**config.mk**
```make
export PLATFORM = sky130hd
export DESIGN_NAME = reg_load_ctrl
export DESIGN_NICKNAME = d
export VERILOG_FILES = /design/src/rtl/reg_load_ctrl.sv
export SDC_FILE = /design/constraint.sdc
export NUM_CORES = 1
export LEC_CHECK = 0
export CAP_MARGIN = 20
export CORE_AREA = 2 2 93 95
export CTS_CLUSTER_DIAMETER = 100
export DETAILED_ROUTE_END_ITERATION = 8
export DIE_AREA = 0 0 95 97
export PLACE_DENSITY = 0.88
export SLEW_MARGIN = 20
export SYNTH_ARGS = -nofsm -noshare
export SYNTH_HDL_FRONTEND = slang
export SYNTH_SLANG_ARGS = --single-unit
export TNS_END_PERCENT = 20
```
**constraint.sdc**
```tcl
create_clock -name clk -period 5.5 [get_ports clk]
set_input_delay 1.1 -clock clk [delete_from_list [all_inputs] [get_ports clk]]
set_output_delay 1.1 -clock clk [all_outputs]
set_load 0.05 [all_outputs]
```
**src/rtl/reg_load_ctrl.sv**
```systemverilog
// Debug register loader: waits for CPU halt, strobes one write into the register file, PC or IR,
// then reads the value back through the readout mux and reports done/err status.
module reg_load_ctrl #(
  parameter int unsigned HALT_TIMEOUT = 1024,
  parameter int unsigned VERIFY_LAT   = 1
) (
  input  logic        clk,
  input  logic        reset,
  input  logic        wr_req,
  input  logic [1:0]  sel,
  input  logic [3:0]  reg_sel,
  input  logic [15:0] wr_data,
  input  logic        halted,
  input  logic [15:0] reg_data,
  output logic        rf_we,
  output logic [3:0]  rf_waddr,
  output logic        pc_we,
  output logic        ir_we,
  output logic [15:0] wr_bus,
  output logic [1:0]  rd_sel,
  output logic [3:0]  rd_reg_sel,
  output logic        busy,
  output logic        done,
  output logic        err,
  output logic [1:0]  err_code
);

  typedef enum logic [2:0] {StIdle, StWaitHalt, StWrite, StVerify, StFinish} state_e;

  localparam logic [31:0] HaltLast = 32'(HALT_TIMEOUT - 1);
  localparam logic [3:0]  VerLast  = 4'(VERIFY_LAT - 1);

  state_e      state_q;
  logic [1:0]  sel_q;
  logic [3:0]  reg_sel_q;
  logic [15:0] data_q;
  logic [31:0] halt_cnt_q;
  logic [3:0]  ver_cnt_q;

  logic addr_ok;
  logic tgt_rf, tgt_pc, tgt_ir;

  always_comb begin
    addr_ok = (sel == 2'b00) || ((sel == 2'b11) && (reg_sel[3:1] == 3'b111));
    tgt_rf  = (sel_q == 2'b00);
    tgt_pc  = (sel_q == 2'b11) && (reg_sel_q == 4'b1110);
    tgt_ir  = (sel_q == 2'b11) && (reg_sel_q == 4'b1111);
  end

  always_ff @(posedge clk) begin
    if (reset) begin
      state_q    <= StIdle;
      sel_q      <= 2'b00;
      reg_sel_q  <= 4'h0;
      data_q     <= 16'h0000;
      halt_cnt_q <= 32'd0;
      ver_cnt_q  <= 4'h0;
      rf_we      <= 1'b0;
      rf_waddr   <= 4'h0;
      pc_we      <= 1'b0;
      ir_we      <= 1'b0;
      wr_bus     <= 16'h0000;
      rd_sel     <= 2'b00;
      rd_reg_sel <= 4'h0;
      busy       <= 1'b0;
      done       <= 1'b0;
      err        <= 1'b0;
      err_code   <= 2'b00;
    end else begin
      rf_we <= 1'b0;
      pc_we <= 1'b0;
      ir_we <= 1'b0;
      done  <= 1'b0;
      err   <= 1'b0;
      unique case (state_q)
        StIdle: begin
          if (wr_req) begin
            sel_q      <= sel;
            reg_sel_q  <= reg_sel;
            data_q     <= wr_data;
            halt_cnt_q <= 32'd0;
            busy       <= 1'b1;
            if (addr_ok) begin
              err_code <= 2'b00;
              state_q  <= StWaitHalt;
            end else begin
              err_code <= 2'b01;
              state_q  <= StFinish;
            end
          end
        end
        StWaitHalt: begin
          if (halted) begin
            rf_we   <= tgt_rf;
            pc_we   <= tgt_pc;
            ir_we   <= tgt_ir;
            wr_bus  <= data_q;
            if (tgt_rf) rf_waddr <= reg_sel_q;
            state_q <= StWrite;
          end else if ((HALT_TIMEOUT != 0) && (halt_cnt_q == HaltLast)) begin
            err_code <= 2'b10;
            done     <= 1'b1;
            err      <= 1'b1;
            state_q  <= StFinish;
          end else begin
            halt_cnt_q <= halt_cnt_q + 32'd1;
          end
        end
        StWrite: begin
          rd_sel     <= sel_q;
          rd_reg_sel <= reg_sel_q;
          ver_cnt_q  <= 4'h0;
          state_q    <= StVerify;
        end
        StVerify: begin
          if (ver_cnt_q == VerLast) begin
            rd_sel     <= 2'b00;
            rd_reg_sel <= 4'h0;
            done       <= 1'b1;
            if (reg_data == data_q) begin
              err_code <= 2'b00;
            end else begin
              err_code <= 2'b11;
              err      <= 1'b1;
            end
            state_q <= StFinish;
          end else begin
            ver_cnt_q <= ver_cnt_q + 4'h1;
          end
        end
        StFinish: begin
          // A bad-address request arrives here without done set; pulse it one cycle later.
          if (!done) begin
            done <= 1'b1;
            err  <= (err_code != 2'b00);
          end else begin
            busy    <= 1'b0;
            state_q <= StIdle;
          end
        end
        default: begin
          busy    <= 1'b0;
          state_q <= StIdle;
        end
      endcase
    end
  end

endmodule

```
==> summary by stage <==
Setup path
The worst register-to-register path begins at state_q[0]. The category of the critical setup timing path is input port to flip-flop. Of all nets on the critical path, the largest fanout is 64. The required time of the critical path is 5.79 ns. STA classifies the critical path startpoint as an input port.

The data arrival time of the worst path is 3.20 ns. The worst setup path startpoint is reset. The kind of end point of the critical path is a flip-flop.

Logic synthesis
The fraction of post-synthesis cell area in the top cell type by area is 41.6%. Averaged over all synthesized cells, the footprint is 8.17 µm². Counting flops with a built-in enable in the synthesized netlist gives 0. The synthesized net count is 604. The total of warnings raised by yosys is 0. The cell area after synthesis is 4570 µm². Synthesis handed over a netlist of 559 instances.

The synthesized design contains 95 register bits. Of the synthesized area, sequential elements account for 41.6%. In the post-synthesis netlist, the biggest area contributors are dfxtp_1 (42%), nand2_1 (8.5%), a21oi_1 (6.6%), xnor2_1 (3.3%), a31oi_1 (3.1%). The largest total area in the synthesized netlist belongs to dfxtp_1. After synthesis, the netlist uses 62 different library cells. The share of synthesized flip-flops with an asynchronous set or reset is 0%. The flip-flop cell with the highest count after synthesis is dfxtp_1.

Global routing
The total congestion overflow after global routing is 0. The maximum number of pins on one net before global-route repair is 65. The overall track demand over capacity in global routing is 28.5%. The initial antenna violation count is 0. The wire length of the first global-routing pass is 21.1 mm. The number of global-route vias before repair is 4410.

Power and ir drop
The net load switching power is 0.395 mW. The static leakage power is 1.87 nW. The internal cell power is 1.00 mW. The power share of the sequential group is 52.5%. Combinational logic is responsible for 12.4% of the overall power. Of the total power, the clock network draws 35.1%. The overall power is 1.40 mW. Power spread over the standard cell area amounts to 254 nW/µm². The worst-case IR drop observed on VDD is 0.000116 V.

The switching part of the total power is 28.3%.

Job
The total of max-cap violations is 0.

Clock network
The number of H-tree branching levels is 3. The clock tree buffer depth is 2. The CTS sink count is 95.

The clock-pin slew on the worst setup and hold paths is 0.09 ns. The number of buffers inserted for hold repair after clock tree synthesis is 0. The TritonCTS clock tree is yes. Clock tree synthesis selected as its root buffer the cell clkbuf_8.

Clock tree synthesis inserted a total of 9 buffers. Gates resized during post-CTS repair numbered 0. At the later pin of the worst-skew pair, clock insertion delay measures 0.37 ns.

Post-CTS timing repair inserted 0 buffers for setup.

Min path
The startpoint of the lowest-slack hold path is wr_bus[5]. The worst hold path belongs to the class flip-flop to flip-flop.

Final layout
Summing all multi-input logic gate instances after layout gives 2450 µm². The relative area change from synthesis to final layout is 20.3%. The final layout contains 660 nets. The repair_antennas step left the layout with diodes totalling 0. Cells with a size suffix above 1 make up 6.94% of the layout.

The count of fill cells added during filler insertion is 658. Across the whole layout, storage elements account for 1900 µm². The final core utilization is 67.6%.

Timing
The max-slew headroom at the worst pin is 34.2%. The number of max-slew violations in the final report is 0. The worst clock skew is 0.0128 ns. The final critical path time including I/O delays and setup is 2.91 ns.

The total of endpoints with negative setup slack in the final report is 0. Final hold analysis gives a worst-case slack of 0.479 ns. Setup repair after global routing left no endpoint under its margin. For the pin with the worst max-slew slack, the measured transition is 0.983 ns. For this run, the top clock speed supported by timing is 344 MHz. Of the available clock period, the critical path in the final layout requires 52.9%.

Setup total negative slack on the finished layout was measured at 0 ns. The number of hold-slack violations in the final timing report is 0.

Placement
Input and output buffers added on the ports amount to 75. The final RePlAce weighted congestion is 0.980. The HPWL after detailed placement is 9.05 mm.

Routing
The detailed router's first-iteration violation count is 430. The detailed-route DRC error count is 0. Dividing the detail-routed via count by the number of cells gives 6.40. The post-detailed-route count of antenna-violating nets is 0. The detailed-router iteration count before antenna repair is 8. The per-cell routed wire length is 17.9 µm. For this block, the via count after detailed routing is 4637. For this block, the routed nets add up to 13.0 mm of wire.

Floorplanning
The initial core utilization is 56.2%. The die is 95 µm wide. The floorplan step defined a die boundary enclosing 9220 µm². The floorplan core area is 8130 µm². The chip height is 97 µm.

The standard-cell row count is 33. 76 I/O pins were placed.

Status
The flow ran to the end, and the final reports show no timing, DRC or antenna violations.
kinds of logic (layout without fill, tap and decap cells):
family | count (synthesis) | count (layout) | share of synthesized area, %
AO/OA/AOI/OAI | 147 | 147 | 19.9
XOR/XNOR | 18 | 18 | 3.45
adder cells (fa/ha/maj) | 3 | 3 | 0.822
buffers and inverters | 42 | 103 | 4.90
flip-flops | 95 | 95 | 41.6
multiplexers | 5 | 5 | 1.10
AND/OR/NAND/NOR | 249 | 249 | 28.2
layer usage:
metal	track usage (%)	vias up	routed length, µm
met5	0	-	0
met4	10.5	0	258
met3	5.45	31	1220
met2	45.8	298	6260
met1	37.8	2148	5270
li1	-	2160	-
synthesized netlist by cell type (3+ instances only):
cell      count
a211o_1       4
nor2b_1       4
inv_1         9
a22oi_1       6
ha_1          3
a21oi_1      60
nand2_1     104
and3_1       12
nand3_1      20
o221a_2       3
o31ai_1       3
nor4_2        3
nor2_1       32
o21ai_0      18
nor3_1       10
a31oi_1      23
o21ai_1       4
clkbuf_8      5
and4_1        5
or4_4         3
nand4_1      17
clkbuf_1     22
or3_1         6
and2_1        3
dfxtp_1      95
o21a_1        5
xnor2_1      17
nor4_1       13
mux2i_1       5
a41oi_1       6
power groups by stage:
stage / sequential (mW) / clock (mW) / combinational [mW]
after CTS: 0.731 / 0.491 / 0.171
after floorplan: 0.752 / 0 / 0.0961
final: 0.732 / 0.490 / 0.173
after global routing: 0.735 / 0.519 / 0.188
after global placement: 0.746 / 0 / 0.166
after detailed placement: 0.747 / 0 / 0.170
layout make-up:
type | count | area share [%]
clock buffers | 9 | 2.25
clock inverters | 7 | 1.55
inverters | 9 | 0.614
multi-input cells | 422 | 44.6
flip-flops and latches | 95 | 34.6
well taps | 105 | 2.39
repair buffers | 78 | 14.0
metrics by stage:
| step | instances | area, µm² | worst slack [ns] |
|---|---|---|---|
| 2_1_floorplan | 559 | 4570 | 3.00 |
| 3_3_place_gp | 709 | 5290 | 2.29 |
| 6_report | 725 | 5500 | 2.59 |
| 4_1_cts | 725 | 5490 | 2.50 |
| 5_1_grt | 725 | 5500 | 2.38 |
| 3_5_place_dp | 709 | 5290 | 2.26 |
final timing paths:
| kind | endpoint | slack, ns | depth (start not counted) |
|---|---|---|---|
| max | halt_cnt_q[23] | 2.59 | 6 |
| min | wr_bus[5] | 0.48 | 2 |
| max reg2reg | halt_cnt_q[23] | 2.59 | 5 |
| min reg2reg | wr_bus[5] | 0.48 | 2 |
layout by cell type, fill, tap and decap left out, types with 4 or more instances in the layout:
cell               n
nand2_1          104
dfxtp_1           95
o21a_1             5
nand4_1           17
o21ai_0           18
a22oi_1            6
xnor2_1           17
inv_1              9
clkdlybuf4s50_1   74
nand3_1           19
and4_1             5
nor2_1            32
or3_1              6
a31oi_1           23
mux2i_1            5
o21ai_1            4
nor2b_1            4
a21oi_1           60
a41oi_1            6
a211o_1            4
nor4_1            13
nor3_1            10
clkbuf_8           9
and3_1            12
worst max-delay path, stage by stage:
cell and delay, ns:
buf_2 0.10, buf_4 0.32, nor2_1 0.74, nand2_1 0.32, or4_1 0.53, o21ai_1 0.08
flip-flops by register name, indices dropped and copies added (netlist names):
register,count
rf_we,1
pc_we,1
sel_q,2
reg_sel_q,4
busy,1
rd_sel,2
done,1
rf_waddr,4
rd_reg_sel,4
wr_bus,16
state_q,3
data_q,16
ir_we,1
ver_cnt_q,4
halt_cnt_q,32
err,1
err_code,2
Note: power is estimated with default switching activity, not from simulation.
